## src/rtl/hazard_unit_pkg.sv

```systemverilog
// Shared core definitions for the hazard unit slice.
//   REG_W     register-index width
//   REG_ZERO  x0 index; never produces a dependence
//   fsm_state_t  memory-wait FSM states {RUN, WAIT}
//   reg_hit() true when a non-zero destination matches either source
package hazard_unit_pkg;
  localparam int REG_W = 5;
  localparam logic [REG_W-1:0] REG_ZERO = '0;

  typedef enum logic {
    RUN  = 1'b0,
    WAIT = 1'b1
  } fsm_state_t;

  function automatic logic reg_hit(input logic [REG_W-1:0] rd,
                                   input logic [REG_W-1:0] rs1,
                                   input logic [REG_W-1:0] rs2);
    return (rd != REG_ZERO) && ((rd == rs1) || (rd == rs2));
  endfunction
endpackage

```

## src/rtl/hazard_unit_if.sv

```systemverilog
// Pipeline-side bundle of the hazard controller.
//   master: pipeline/datapath (drives operand indices, stage flags, dmem status)
//   slave : hazard_unit (drives stall/flush controls, counters, mem_err)
// Data-memory handshake: dmem_req_M marks an access held in M; the access
// completes in the cycle where dmem_req_M and dmem_ready_M are both 1. Any
// cycle with dmem_req_M=1 and dmem_ready_M=0 is a wait cycle.
interface hazard_unit_if #(parameter int CNT_W = 32) ();
  import hazard_unit_pkg::*;

  logic [REG_W-1:0] RS1D, RS2D, WriteRegE, WriteRegM;
  logic             RegWriteE, MemtoRegE, MemtoRegM, BranchD, PCSrcD;
  logic             dmem_req_M, dmem_ready_M, perf_clr;
  logic             StallF, StallD, FlushD, FlushE, StallE, StallM, StallW;
  logic [CNT_W-1:0] stall_cnt, flush_cnt;
  logic             mem_err;

  modport master (
    output RS1D, RS2D, WriteRegE, WriteRegM, RegWriteE, MemtoRegE, MemtoRegM,
           BranchD, PCSrcD, dmem_req_M, dmem_ready_M, perf_clr,
    input  StallF, StallD, FlushD, FlushE, StallE, StallM, StallW,
           stall_cnt, flush_cnt, mem_err
  );

  modport slave (
    input  RS1D, RS2D, WriteRegE, WriteRegM, RegWriteE, MemtoRegE, MemtoRegM,
           BranchD, PCSrcD, dmem_req_M, dmem_ready_M, perf_clr,
    output StallF, StallD, FlushD, FlushE, StallE, StallM, StallW,
           stall_cnt, flush_cnt, mem_err
  );
endinterface

```

## src/rtl/hazard_unit_sat_counter.sv

```systemverilog
// Saturating up-counter with synchronous clear.
//   clk, rst (async, active-high), clr (sync, beats inc), inc, cnt[W]
// Holds at all-ones instead of wrapping.
module sat_counter #(
  parameter int W = 32
) (
  input  logic         clk,
  input  logic         rst,
  input  logic         clr,
  input  logic         inc,
  output logic [W-1:0] cnt
);
  always_ff @(posedge clk or posedge rst) begin
    if (rst)                      cnt <= '0;
    else if (clr)                 cnt <= '0;
    else if (inc && (cnt != '1))  cnt <= cnt + 1'b1;
  end
endmodule

```

## src/rtl/hazard_unit.sv

```systemverilog
// Stall/flush controller for the 5-stage core (decode/execute boundary).
//   clk, rst      core clock, async active-high reset
//   bus (slave)   hazard inputs, stall/flush outputs, perf counters, mem_err
//   state_dbg     memory-wait FSM state
//   wait_cnt_dbg  cycles spent in the current memory wait (saturating)
module hazard_unit
  import hazard_unit_pkg::*;
#(
  parameter int CNT_W       = 32,
  parameter int MEM_TIMEOUT = 64
) (
  input  logic          clk,
  input  logic          rst,
  hazard_unit_if.slave  bus,
  output fsm_state_t    state_dbg,
  output logic [15:0]   wait_cnt_dbg
);
  localparam logic [15:0] TIMEOUT = 16'(MEM_TIMEOUT);

  logic lwstall, brstall, memstall, any_stall;

  assign lwstall  = bus.MemtoRegE & reg_hit(bus.WriteRegE, bus.RS1D, bus.RS2D);
  assign brstall  = bus.BranchD &
                    ((bus.RegWriteE & reg_hit(bus.WriteRegE, bus.RS1D, bus.RS2D)) |
                     (bus.MemtoRegM & reg_hit(bus.WriteRegM, bus.RS1D, bus.RS2D)));
  assign memstall = bus.dmem_req_M & ~bus.dmem_ready_M;
  assign any_stall = lwstall | brstall | memstall;

  assign bus.StallF = any_stall;
  assign bus.StallD = any_stall;
  assign bus.StallE = memstall;
  assign bus.StallM = memstall;
  assign bus.StallW = memstall;
  // A held D/E register must not also take a bubble.
  assign bus.FlushE = (lwstall | brstall) & ~memstall;
  // A taken branch only discards the fetched instruction when D advances.
  assign bus.FlushD = bus.PCSrcD & ~any_stall;

  // Memory-wait FSM
  fsm_state_t  state, state_n;
  logic [15:0] wait_cnt, wait_n;
  logic        mem_err_q, mem_err_n;

  always_ff @(posedge clk or posedge rst) begin
    if (rst) begin
      state     <= RUN;
      wait_cnt  <= '0;
      mem_err_q <= 1'b0;
    end else begin
      state     <= state_n;
      wait_cnt  <= wait_n;
      mem_err_q <= mem_err_n;
    end
  end

  always_comb begin
    state_n   = state;
    wait_n    = wait_cnt;
    mem_err_n = mem_err_q;
    if (state == WAIT && wait_cnt == TIMEOUT) mem_err_n = 1'b1;
    case (state)
      RUN: begin
        if (memstall) begin
          state_n = WAIT;
          wait_n  = 16'd1;
        end
      end
      WAIT: begin
        // Completion and a dropped request (protocol abort) both leave WAIT;
        // neither raises an error by itself.
        if (bus.dmem_ready_M || !bus.dmem_req_M) begin
          state_n = RUN;
          wait_n  = '0;
        end else if (wait_cnt != TIMEOUT) begin
          wait_n = wait_cnt + 16'd1;
        end
      end
      default: begin
        state_n = RUN;
        wait_n  = '0;
      end
    endcase
  end

  assign bus.mem_err   = mem_err_q;
  assign state_dbg     = state;
  assign wait_cnt_dbg  = wait_cnt;

  sat_counter #(.W(CNT_W)) u_stall_cnt (
    .clk (clk), .rst (rst), .clr (bus.perf_clr), .inc (any_stall),
    .cnt (bus.stall_cnt)
  );

  sat_counter #(.W(CNT_W)) u_flush_cnt (
    .clk (clk), .rst (rst), .clr (bus.perf_clr), .inc (bus.FlushD),
    .cnt (bus.flush_cnt)
  );
endmodule
```

## src/flat_wrapper.sv

```systemverilog
// flat-port wrapper written by rule: the top's interface ports become plain ports
module hazard_unit_flat import hazard_unit_pkg::*;
#(
  parameter int CNT_W       = 32,
  parameter int MEM_TIMEOUT = 64
)
  (clk, rst, state_dbg, wait_cnt_dbg, bus_RS1D, bus_RS2D, bus_WriteRegE, bus_WriteRegM, bus_RegWriteE, bus_MemtoRegE, bus_MemtoRegM, bus_BranchD, bus_PCSrcD, bus_dmem_req_M, bus_dmem_ready_M, bus_perf_clr, bus_StallF, bus_StallD, bus_FlushD, bus_FlushE, bus_StallE, bus_StallM, bus_StallW, bus_stall_cnt, bus_flush_cnt, bus_mem_err);
  hazard_unit_if #(.CNT_W(CNT_W)) bus_i ();
  input  logic clk;
  input  logic rst;
  output fsm_state_t state_dbg;
  output logic [15:0] wait_cnt_dbg;
  input wire logic [$bits(bus_i.RS1D)-1:0] bus_RS1D;
  input wire logic [$bits(bus_i.RS2D)-1:0] bus_RS2D;
  input wire logic [$bits(bus_i.WriteRegE)-1:0] bus_WriteRegE;
  input wire logic [$bits(bus_i.WriteRegM)-1:0] bus_WriteRegM;
  input wire logic [$bits(bus_i.RegWriteE)-1:0] bus_RegWriteE;
  input wire logic [$bits(bus_i.MemtoRegE)-1:0] bus_MemtoRegE;
  input wire logic [$bits(bus_i.MemtoRegM)-1:0] bus_MemtoRegM;
  input wire logic [$bits(bus_i.BranchD)-1:0] bus_BranchD;
  input wire logic [$bits(bus_i.PCSrcD)-1:0] bus_PCSrcD;
  input wire logic [$bits(bus_i.dmem_req_M)-1:0] bus_dmem_req_M;
  input wire logic [$bits(bus_i.dmem_ready_M)-1:0] bus_dmem_ready_M;
  input wire logic [$bits(bus_i.perf_clr)-1:0] bus_perf_clr;
  output wire logic [$bits(bus_i.StallF)-1:0] bus_StallF;
  output wire logic [$bits(bus_i.StallD)-1:0] bus_StallD;
  output wire logic [$bits(bus_i.FlushD)-1:0] bus_FlushD;
  output wire logic [$bits(bus_i.FlushE)-1:0] bus_FlushE;
  output wire logic [$bits(bus_i.StallE)-1:0] bus_StallE;
  output wire logic [$bits(bus_i.StallM)-1:0] bus_StallM;
  output wire logic [$bits(bus_i.StallW)-1:0] bus_StallW;
  output wire logic [$bits(bus_i.stall_cnt)-1:0] bus_stall_cnt;
  output wire logic [$bits(bus_i.flush_cnt)-1:0] bus_flush_cnt;
  output wire logic [$bits(bus_i.mem_err)-1:0] bus_mem_err;
  assign bus_i.RS1D = bus_RS1D;
  assign bus_i.RS2D = bus_RS2D;
  assign bus_i.WriteRegE = bus_WriteRegE;
  assign bus_i.WriteRegM = bus_WriteRegM;
  assign bus_i.RegWriteE = bus_RegWriteE;
  assign bus_i.MemtoRegE = bus_MemtoRegE;
  assign bus_i.MemtoRegM = bus_MemtoRegM;
  assign bus_i.BranchD = bus_BranchD;
  assign bus_i.PCSrcD = bus_PCSrcD;
  assign bus_i.dmem_req_M = bus_dmem_req_M;
  assign bus_i.dmem_ready_M = bus_dmem_ready_M;
  assign bus_i.perf_clr = bus_perf_clr;
  assign bus_StallF = bus_i.StallF;
  assign bus_StallD = bus_i.StallD;
  assign bus_FlushD = bus_i.FlushD;
  assign bus_FlushE = bus_i.FlushE;
  assign bus_StallE = bus_i.StallE;
  assign bus_StallM = bus_i.StallM;
  assign bus_StallW = bus_i.StallW;
  assign bus_stall_cnt = bus_i.stall_cnt;
  assign bus_flush_cnt = bus_i.flush_cnt;
  assign bus_mem_err = bus_i.mem_err;
  hazard_unit #(.CNT_W(CNT_W), .MEM_TIMEOUT(MEM_TIMEOUT)) u_core (.clk(clk), .rst(rst), .bus(bus_i), .state_dbg(state_dbg), .wait_cnt_dbg(wait_cnt_dbg));
endmodule
```

## config.mk

```make
export PLATFORM = sky130hd
export DESIGN_NAME = hazard_unit_flat
export DESIGN_NICKNAME = d
export VERILOG_FILES = /design/src/rtl/hazard_unit_pkg.sv /design/src/rtl/hazard_unit_if.sv /design/src/rtl/hazard_unit_sat_counter.sv /design/src/rtl/hazard_unit.sv /design/src/flat_wrapper.sv
export SDC_FILE = /design/constraint.sdc
export NUM_CORES = 1
export LEC_CHECK = 0
export BUFFER_PORTS_ARGS = -buffer_cell sky130_fd_sc_hd__clkbuf_2
export CORE_MARGIN = 10
export CORE_UTILIZATION = 30
export DETAILED_ROUTE_END_ITERATION = 10
export SYNTH_ARGS = -nofsm -noshare
export SYNTH_HDL_FRONTEND = slang
export SYNTH_SLANG_ARGS = --single-unit
```

## constraint.sdc

```tcl
create_clock -name clk -period 2.15 [get_ports clk]
set_clock_uncertainty 0.05 [all_clocks]
set_input_delay 0.1075 -clock clk [delete_from_list [all_inputs] [get_ports clk]]
set_output_delay 0.1075 -clock clk [all_outputs]
set_load 0.05 [all_outputs]
```

### Yosys cells after proc, flatten, opt, wreduce, memory -nomap -nowiden

Cells that the tools add are included.
W data, S select, Z words.

* divide/modulo/power cells: 0
* reduce and logical (&&, ||, !) cells: 14
* mux-type cells: 11
* order comparisons: 0
* $add $sub $neg: 3
* equal/unequal tests: 10
* $mul: 0
* bitwise logic cells: 14
* shifts and indexed selects: 0

Operators by type and width (count)
* $mux W32: 4
* $add A32 B1 Y32 const B: 2
* $ne A32 B32 Y1 const B: 2
* $mux W16: 3
* $pmux W16 S2: 1
* $eq A5 B5 Y1: 4
* $add A16 B1 Y16 const B: 1
* $eq A16 B7 Y1 const B: 1
* $ne A16 B7 Y1 const B: 1
* $reduce_bool A5 Y1: 2
* $and A1 B1 Y1: 7
* $logic_and A1 B1 Y1: 5
* $not A1 Y1: 4
* $reduce_bool A2 Y1: 2
* $logic_or A1 B1 Y1: 3
* $ne A3 B3 Y1 const B: 1
* $or A1 B1 Y1: 3
* $mux W1: 2
* $ne A2 B1 Y1 const B: 1
* $pmux W1 S2: 1
* $reduce_and A2 Y1: 1
* $logic_not A1 Y1: 1

* memories: 0
* flip-flop bits (word level): 82
* bits of input ports: 30
* bits in latches: 0
* bits in read-only memories: 0
* output and inout bits: 89
* word-level logic and storage cells: 57
* RAM bits: 0

### Logic depth before layout (Yosys ltp)

Gate-level depths: netlist of the first run.

* word-level depth: 13
* mapped depth: 10
* gate-level depth less buffers: 8

### By module

A second synthesis of the first run with hierarchy kept.

* cell total of the unflattened synthesis: 519
* area, all modules: 4769.6 um2

By module, submodules not included
* sat_counter: times used 2, seq. area each 800.8 um2, cells an instance 186, area each 1740.4 um2
* hazard_unit: times used 1, seq. area each 450.4 um2, cells an instance 147, area each 1288.7 um2

### Least setup slack after synthesis of the first run

OpenSTA, ideal clock, no wires.

* kind: register to register
* start: register u_core.u_stall_cnt.cnt[0]
* end: register u_core.u_stall_cnt.cnt[1]
* data required time: 2.022 ns
* buffers on the path: 2
* clock period less this slack: 2.618 ns
* setup time: 0.078 ns
* path slack: -0.468 ns
* cell stages (with the launch flop): 10
* data arrival time: 2.490 ns
* cells stage by stage: dfrtp_1 ha_1 nand2_1 nor2_1 nand4_1 nor2_1 buf_2 buf_2 o21ai_0 a21oi_1

* cells in the longest elaborated chain, start to end: 3
* elaborated cells on any way between the ends: 6
* classes of those cells: add/sub: 1; eq/ne: 1; mux: 2; reduce/logical: 2

RTL lines
* from (decl): line hazard_unit_sat_counter.sv:11 `output logic [W-1:0] cnt`
* from (signal assigned): line hazard_unit_sat_counter.sv:16 `else if (inc && (cnt != '1)) cnt <= cnt + 1'b1;`
* $add A32 B1 Y32 / $ne A32 B32 Y1 (equally long branches): line hazard_unit_sat_counter.sv:16
* $mux W32 / $logic_and A1 B1 Y1 (equally long branches): line hazard_unit_sat_counter.sv:16
* $mux W32 / $reduce_bool A2 Y1 (equally long branches)

Parallel ways exist; a longest one is shown, timed or not. The select of a mux whose other input is x is not followed.
A chain may end at the register's enable or synchronous reset.

### Worst setup path in the final report of the first run

* start: register u_core.u_stall_cnt.cnt[17]
* end: register u_core.u_stall_cnt.cnt[31]

Same word-level chain as after synthesis.

==> flow_metrics.tcl, run 1 <==
set metrics [dict create \
    status "completed" \
    fin_nets 777 \
    die_width_um 148 \
    grt_pass1_wl_um 26400 \
    hold_path.class "input pin to register" \
    wl_per_cell_um 16.7 \
    start_kind "register" \
    grt-ovfl-total 0 \
    place_congestion 0.842 \
    antenna_cells 0 \
    relSlewSlack 0.691 \
    power.total_uw 3770 \
    core_area_sq_um 16000 \
    yosys.cell_count.top_type "dfrtp_1" \
    syn_nets 602 \
    synth_top_cell_area_share 0.417 \
    first_iter_violations 248 \
    power.leakage_uw 0.00283 \
    post-route-period-util 0.963 \
    internal-power_uw 2820 \
    path_max_fanout 4 \
    p_sw_frac 0.254 \
    detail-route-antenna-nets 0 \
    pwr-share-seq 0.415 \
    synth.avg_cell_area_sq_um 8.67 \
    cts_root_buf "clkbuf_16" \
    initial_core_util 0.308 \
    crit_type "register to register" \
    critical_path.slowest_cell "or4_4" \
    cp-end-kind "register" \
    synth.area.top_cells "dfrtp_1 (42%), a21oi_1 (6.2%), or4_1 (5.0%)" \
    yosysTopAreaCell "dfrtp_1" \
    post-route-util 0.431 \
    drt-total-wl_um 16100 \
    cpMostUsedCell "or4_4" \
    ys_top_cells_by_count "dfrtp_1 (82), a21oi_1 (61), nand2_1 (41)" \
    setup_violations 0 \
    cts_sinks 82 \
    dp_slack_ps -163 \
    cts_buffers 9 \
    clk_pin_slew_ps 70 \
    synthArstFlopShare 1.00 \
    drc_errors 0 \
    vias 5254 \
    cts_tree "yes" \
    p_clk_frac 0.468 \
    drive_gt1_frac 0.408 \
    min_period_ps 2070 \
    worstMarginPinSlew_ps 464 \
    p_sw_uw 956 \
    h-tree-depth 3 \
    placed_cell_area_sq_um 6400 \
    rows 46 \
    ys.flop_type "dfrtp_1" \
    clockBufferDepth 2 \
    grt_usage 0.144 \
    num_io_pins 119 \
    combinationalPowerShare 0.117 \
    cp_cell_sequence "and3_4 -> and4_4 -> nand2_1 -> or4_4 -> or4_4 -> a21oi_2" \
    cpPeakStageDelay_ps 440 \
    area_delta_synth_final_pct 40.1 \
    antenna_found_initial 0 \
    synth_area_sq_um 4920 \
    grt_pass1_vias 5258 \
    setup_slack_ps 80.0 \
    syn_inst 568 \
    yosysUniqueCellTypes 50 \
    first_pass_iters 4 \
    viasPerCell 5.45 \
    powerDensity_nw_per_um2 547 \
    grt_max_degree 83 \
    slew_viol_final 0 \
    max_freq_mhz 483 \
    holdWs_ps 87.5 \
    detailedPlacementHpwl_um 11900 \
    max-vdd-ir-drop_uv 443 \
    final_area_sq_um 6900 \
    yosysWarnings 0 \
    cap_violations 0 \
    synth_edf_count 0 \
    portBuffers 118 \
    dieArea_sq_um 21900 \
    ys_seq_area_frac 0.417 \
    cp.arrival_ps 2300 \
    ys_ff_latch 82 \
    clock_latency_ps 350 \
    die_h_um 148 \
    cp.required_ps 2380 \
    hold_viol_final 0 \
]
## layout by cell type (no fill, tap or decap), drive strengths merged, types with 24 or more instances in the layout
cell / instances
a21oi: 61
buf: 76
clkbuf: 131
dfrtp: 82
nand2: 41
nand3: 37
nor2: 35
o21ai: 36
o31ai: 29
or3: 24
or4: 33
xnor2: 28
## through the flow
step | setup TNS, ps | instances
floorplan | -2950 | 568
global placement | -1300 | 941
detailed placement | -2010 | 941
CTS | 0 | 958
global route | -1.40 | 964
finish | 0 | 964
## flip-flops by register name (all words and copies together) (netlist names)
name                    flops
u_core.bus.mem_err          1
u_core.state_dbg            1
u_core.u_flush_cnt.cnt     32
u_core.u_stall_cnt.cnt     32
u_core.wait_cnt_dbg        16
## final timing paths
check	slack, ps	to	from	cells past startpoint
min in group asynchronous	380	u_core.wait_cnt_dbg[9]	rst	4
max reg2reg	80	u_core.u_stall_cnt.cnt[31]	u_core.u_stall_cnt.cnt[17]	6
min reg2reg	410	u_core.bus.mem_err	u_core.bus.mem_err	1
max	80	u_core.u_stall_cnt.cnt[31]	u_core.u_stall_cnt.cnt[17]	6
min	90	u_core.state_dbg	bus_dmem_req_M	3
max in group asynchronous	1280	u_core.u_stall_cnt.cnt[9]	rst	4
## layout make-up
| cell class | instances | area (sq um) |
|---|---|---|
| Clock buffer | 12 | 267 |
| Timing Repair Buffer | 196 | 1260 |
| Clock inverter | 4 | 72.6 |
| Multi-Input combinational cell | 437 | 2840 |
| Tap cell | 216 | 270 |
| Inverter | 17 | 71.3 |
| Sequential cell | 82 | 2110 |
| Fill cell | 1630 | 9100 |
## critical path: cells and delay by family (launching register included)
family / cells / cell delay [ps]
AND/OR/NAND/NOR: 5 / 1420
AO/OA/AOI/OAI: 1 / 140
flip-flops: 1 / 390
## logic make-up (layout without fill, tap and decap cells)
logic type	after synthesis	after routing	share of synthesized area
simple gates	249	249	0.282
compound gates	147	147	0.176
flops	82	82	0.417
buf+inv	49	229	0.0452
xor+xnor	29	29	0.0516
mux	8	8	0.0183
fa+ha+maj	4	4	0.0102
## metal layers
layer	wire, um	vias up	track usage	share of wire
met4	232	0	0.0451	0.014
met1	6700	2608	0.168	0.42
li1	-	2480	-	-
met5	0	-	0	0
met3	1160	16	0.0467	0.072
met2	8040	150	0.243	0.50
## repair_timing
item                                    4_1_cts  5_1_grt
pin swaps                                     0        7
hold buffers                                  1        0
endpoints found under the hold margin        82        0
resized for setup                             1       20
setup buffers                                 0        5
gates cloned                                  0        1
endpoints found under the setup margin        2       38
## power by group through the flow
| stage | clock network, uW | logic [uW] | registers, uW |
|---|---|---|---|
| after floorplan | 0 | 237 | 1630 |
| after detailed placement | 0 | 429 | 1600 |
| after global placement | 0 | 419 | 1600 |
| final | 1760 | 441 | 1570 |
| after CTS | 1810 | 432 | 1570 |
| after global routing | 1880 | 481 | 1570 |
Power figures use the tool's default switching activity.
==> inputs of run 2 (changes only) <==
--- a/config.mk
+++ b/config.mk
@@ -5,10 +5,12 @@
 export SDC_FILE = /design/constraint.sdc
 export NUM_CORES = 1
 export LEC_CHECK = 0
-export BUFFER_PORTS_ARGS = -buffer_cell sky130_fd_sc_hd__clkbuf_2
 export CORE_MARGIN = 10
 export CORE_UTILIZATION = 30
 export DETAILED_ROUTE_END_ITERATION = 10
+export DONT_BUFFER_PORTS = 1
+export SKIP_CTS_REPAIR_TIMING = 1
 export SYNTH_ARGS = -nofsm -noshare
 export SYNTH_HDL_FRONTEND = slang
+export SYNTH_HIERARCHICAL = 1
 export SYNTH_SLANG_ARGS = --single-unit
==> flow_metrics.tcl, run 2 <==
set metrics [dict create \
    viasPerCell 5.47 \
    synthArstFlopShare 1.00 \
    drt-total-wl_um 15800 \
    antenna_found_initial 0 \
    clockBufferDepth 2 \
    critPathLaunch "bus_WriteRegM[0]" \
    layout_commonest_cell "buf_4" \
    syn_nets 553 \
    cts_root_buf "clkbuf_16" \
    cts_buffers 9 \
    yosysUniqueCellTypes 46 \
    yosys.cell_count.top_type "dfrtp_1" \
    h-tree-depth 3 \
    first_pass_iters 5 \
    cp.buffers_inverters 1 \
    max_freq_mhz 424 \
    regArea_sq_um 2080 \
    worstMarginPinSlew_ps 700 \
    first_iter_violations 179 \
    die_h_um 146 \
    cpPeakStageDelay_ps 420 \
    num_io_pins 119 \
    yosysTopAreaCell "dfrtp_1" \
    cp.arrival_ps 2580 \
    rows 46 \
    wl_per_cell_um 17.9 \
    fin_nets 696 \
    internal-power_uw 2690 \
    dp_slack_ps -439 \
    ys_top_cells_by_count "dfrtp_1 (82), a21oi_1 (62), o31ai_1 (34)" \
    cap_violations 0 \
    hold_viol_final 62 \
    rsz0062_at_grt "true" \
    endpoint "u_core/u_flush_cnt/cnt[19]" \
    initial_core_util 0.304 \
    vias 4831 \
    p_clk_frac 0.466 \
    clk_pin_slew_ps 60 \
    ys_seq_area_frac 0.430 \
    p_sw_frac 0.244 \
    slew_viol_final 0 \
    post-route-util 0.435 \
    grt_pass1_vias 4604 \
    ys.flop_type "dfrtp_1" \
    final_cell_mix "buf_4 (136), dfrtp_1 (57), a21oi_1 (39)" \
    die_width_um 146 \
    start_kind "input pin" \
    antenna_cells 0 \
    ys_ff_latch 82 \
    r2r_slack_ps -120 \
    critical_path.slowest_cell "or4_1" \
    status "complete, but fails checks" \
    cp_num_cells 10 \
    synth_area_sq_um 4770 \
    grt_usage 0.134 \
    r2r_end "u_core/u_flush_cnt/cnt[26]" \
    path_max_fanout 7 \
    dp.cells 851 \
    portBuffers 0 \
    setup_violations 28 \
    area_delta_synth_final_pct 43.2 \
    synth_top_cell_area_share 0.430 \
    nFillCells 1504 \
    p_sw_uw 870 \
    grt-ovfl-total 0 \
    drc_errors 0 \
    max-vdd-ir-drop_uv 361 \
    syn_inst 519 \
    holdWs_ps -232 \
    crit_type "input pin to register" \
    synth.avg_cell_area_sq_um 9.19 \
    post-route-period-util 1.10 \
    powerDensity_nw_per_um2 522 \
    core_area_sq_um 15700 \
    cp.required_ps 2370 \
    r2r-start "u_core/u_flush_cnt/cnt[0]" \
    synth_edf_count 0 \
    power.leakage_uw 0.00275 \
    synth.area.top_cells "dfrtp_1 (43%), a21oi_1 (6.5%), o31ai_1 (5.4%)" \
    multiInputGateArea_sq_um 2930 \
    cp-end-kind "register" \
    cts_tree "yes" \
    crit_family "simple AND/OR/NAND/NOR gates" \
    cts_sinks 82 \
    setup_slack_ps -206 \
    hold_path.class "input pin to register" \
    grt_max_degree 65 \
    drive_gt1_frac 0.399 \
    min_period_ps 2360 \
    dieArea_sq_um 21300 \
    detailedPlacementHpwl_um 11300 \
    reg2regPathDepth 6 \
    violations "hold timing, setup timing" \
    combinationalPowerShare 0.093 \
    cp_cell_sequence "or3_1 -> o311a_1 -> a22oi_2 -> and3_4 -> nand4_1 -> nor3_4 -> o311ai_4 -> buf_6 -> or4_1 -> a21oi_2" \
    pwr-share-seq 0.441 \
    detail-route-antenna-nets 0 \
    place_congestion 0.891 \
    yosysWarnings 6 \
    layoutNonFillerInstCount 883 \
    relSlewSlack 0.528 \
    clock_latency_ps 350 \
    grt_pass1_wl_um 23800 \
]
## run 2: how the worst min path moves through the flow
stage | end | start | cells after the start | slack, ps
5_1_grt | u_core/u_stall_cnt/cnt[11] | bus_perf_clr | 1 | -250
2_1_floorplan | u_core/bus.mem_err | rst | 1 | -4
3_5_place_dp | u_core/u_stall_cnt/cnt[21] | rst | 2 | 70
4_1_cts | u_core/u_stall_cnt/cnt[21] | rst | 2 | -300
3_3_place_gp | u_core/u_stall_cnt/cnt[21] | rst | 2 | 70
6_report | u_core/u_stall_cnt/cnt[11] | bus_perf_clr | 1 | -230
## run 2: power groups by stage
stage                     clock network, uW  logic [uW]  registers, uW
after floorplan                           0         189           1650
after global placement                    0         306           1600
after detailed placement                  0         313           1600
after CTS                              1720         315           1570
after global routing                   1770         358           1570
final                                  1660         331           1570
## run 2: cell families after synthesis
family | count (synthesis) | share of synthesized area
XOR/XNOR | 35 | 0.0643
buffers and inverters | 40 | 0.0399
AO/OA/AOI/OAI | 152 | 0.203
flip-flops | 82 | 0.430
adder cells (fa/ha/maj) | 4 | 0.0105
multiplexers | 2 | 0.00420
AND/OR/NAND/NOR | 204 | 0.248
## run 2: metal layers
layer  wire length, um  global-route usage  vias up  part of all wire
met1              6340               0.153     2421              0.40
li1                  -                   -     2269                 -
met5                 0                   0        -                 0
met3              1280              0.0538       20             0.081
met4               294              0.0460        0             0.019
met2              7920               0.223      121              0.50
## run 2: per-stage QoR
stage | area (sq um) | TNS (ps) | total power, uW
floorplan | 4900 | -14420 | 1840
CTS | 6370 | -1180 | 3610
global placement | 6060 | -8850 | 1900
detailed placement | 6060 | -11810 | 1910
global route | 6830 | -5250 | 3700
finish | 6830 | -2390 | 3560
## run 2: final cells by class
type	instances	area share
inverters	23	0.0130
multi-input cells	399	0.430
clock buffers	11	0.0341
repair buffers	147	0.167
clock inverters	5	0.0115
well taps	216	0.0396
flip-flops and latches	82	0.305
## run 2: worst register-to-register path: cells and delay by family, from the launching register on
kind	cells	cell delay (ps)
flip-flops	1	390
AND/OR/NAND/NOR	4	1500
adder cells (fa/ha/maj)	1	140
AO/OA/AOI/OAI	1	120
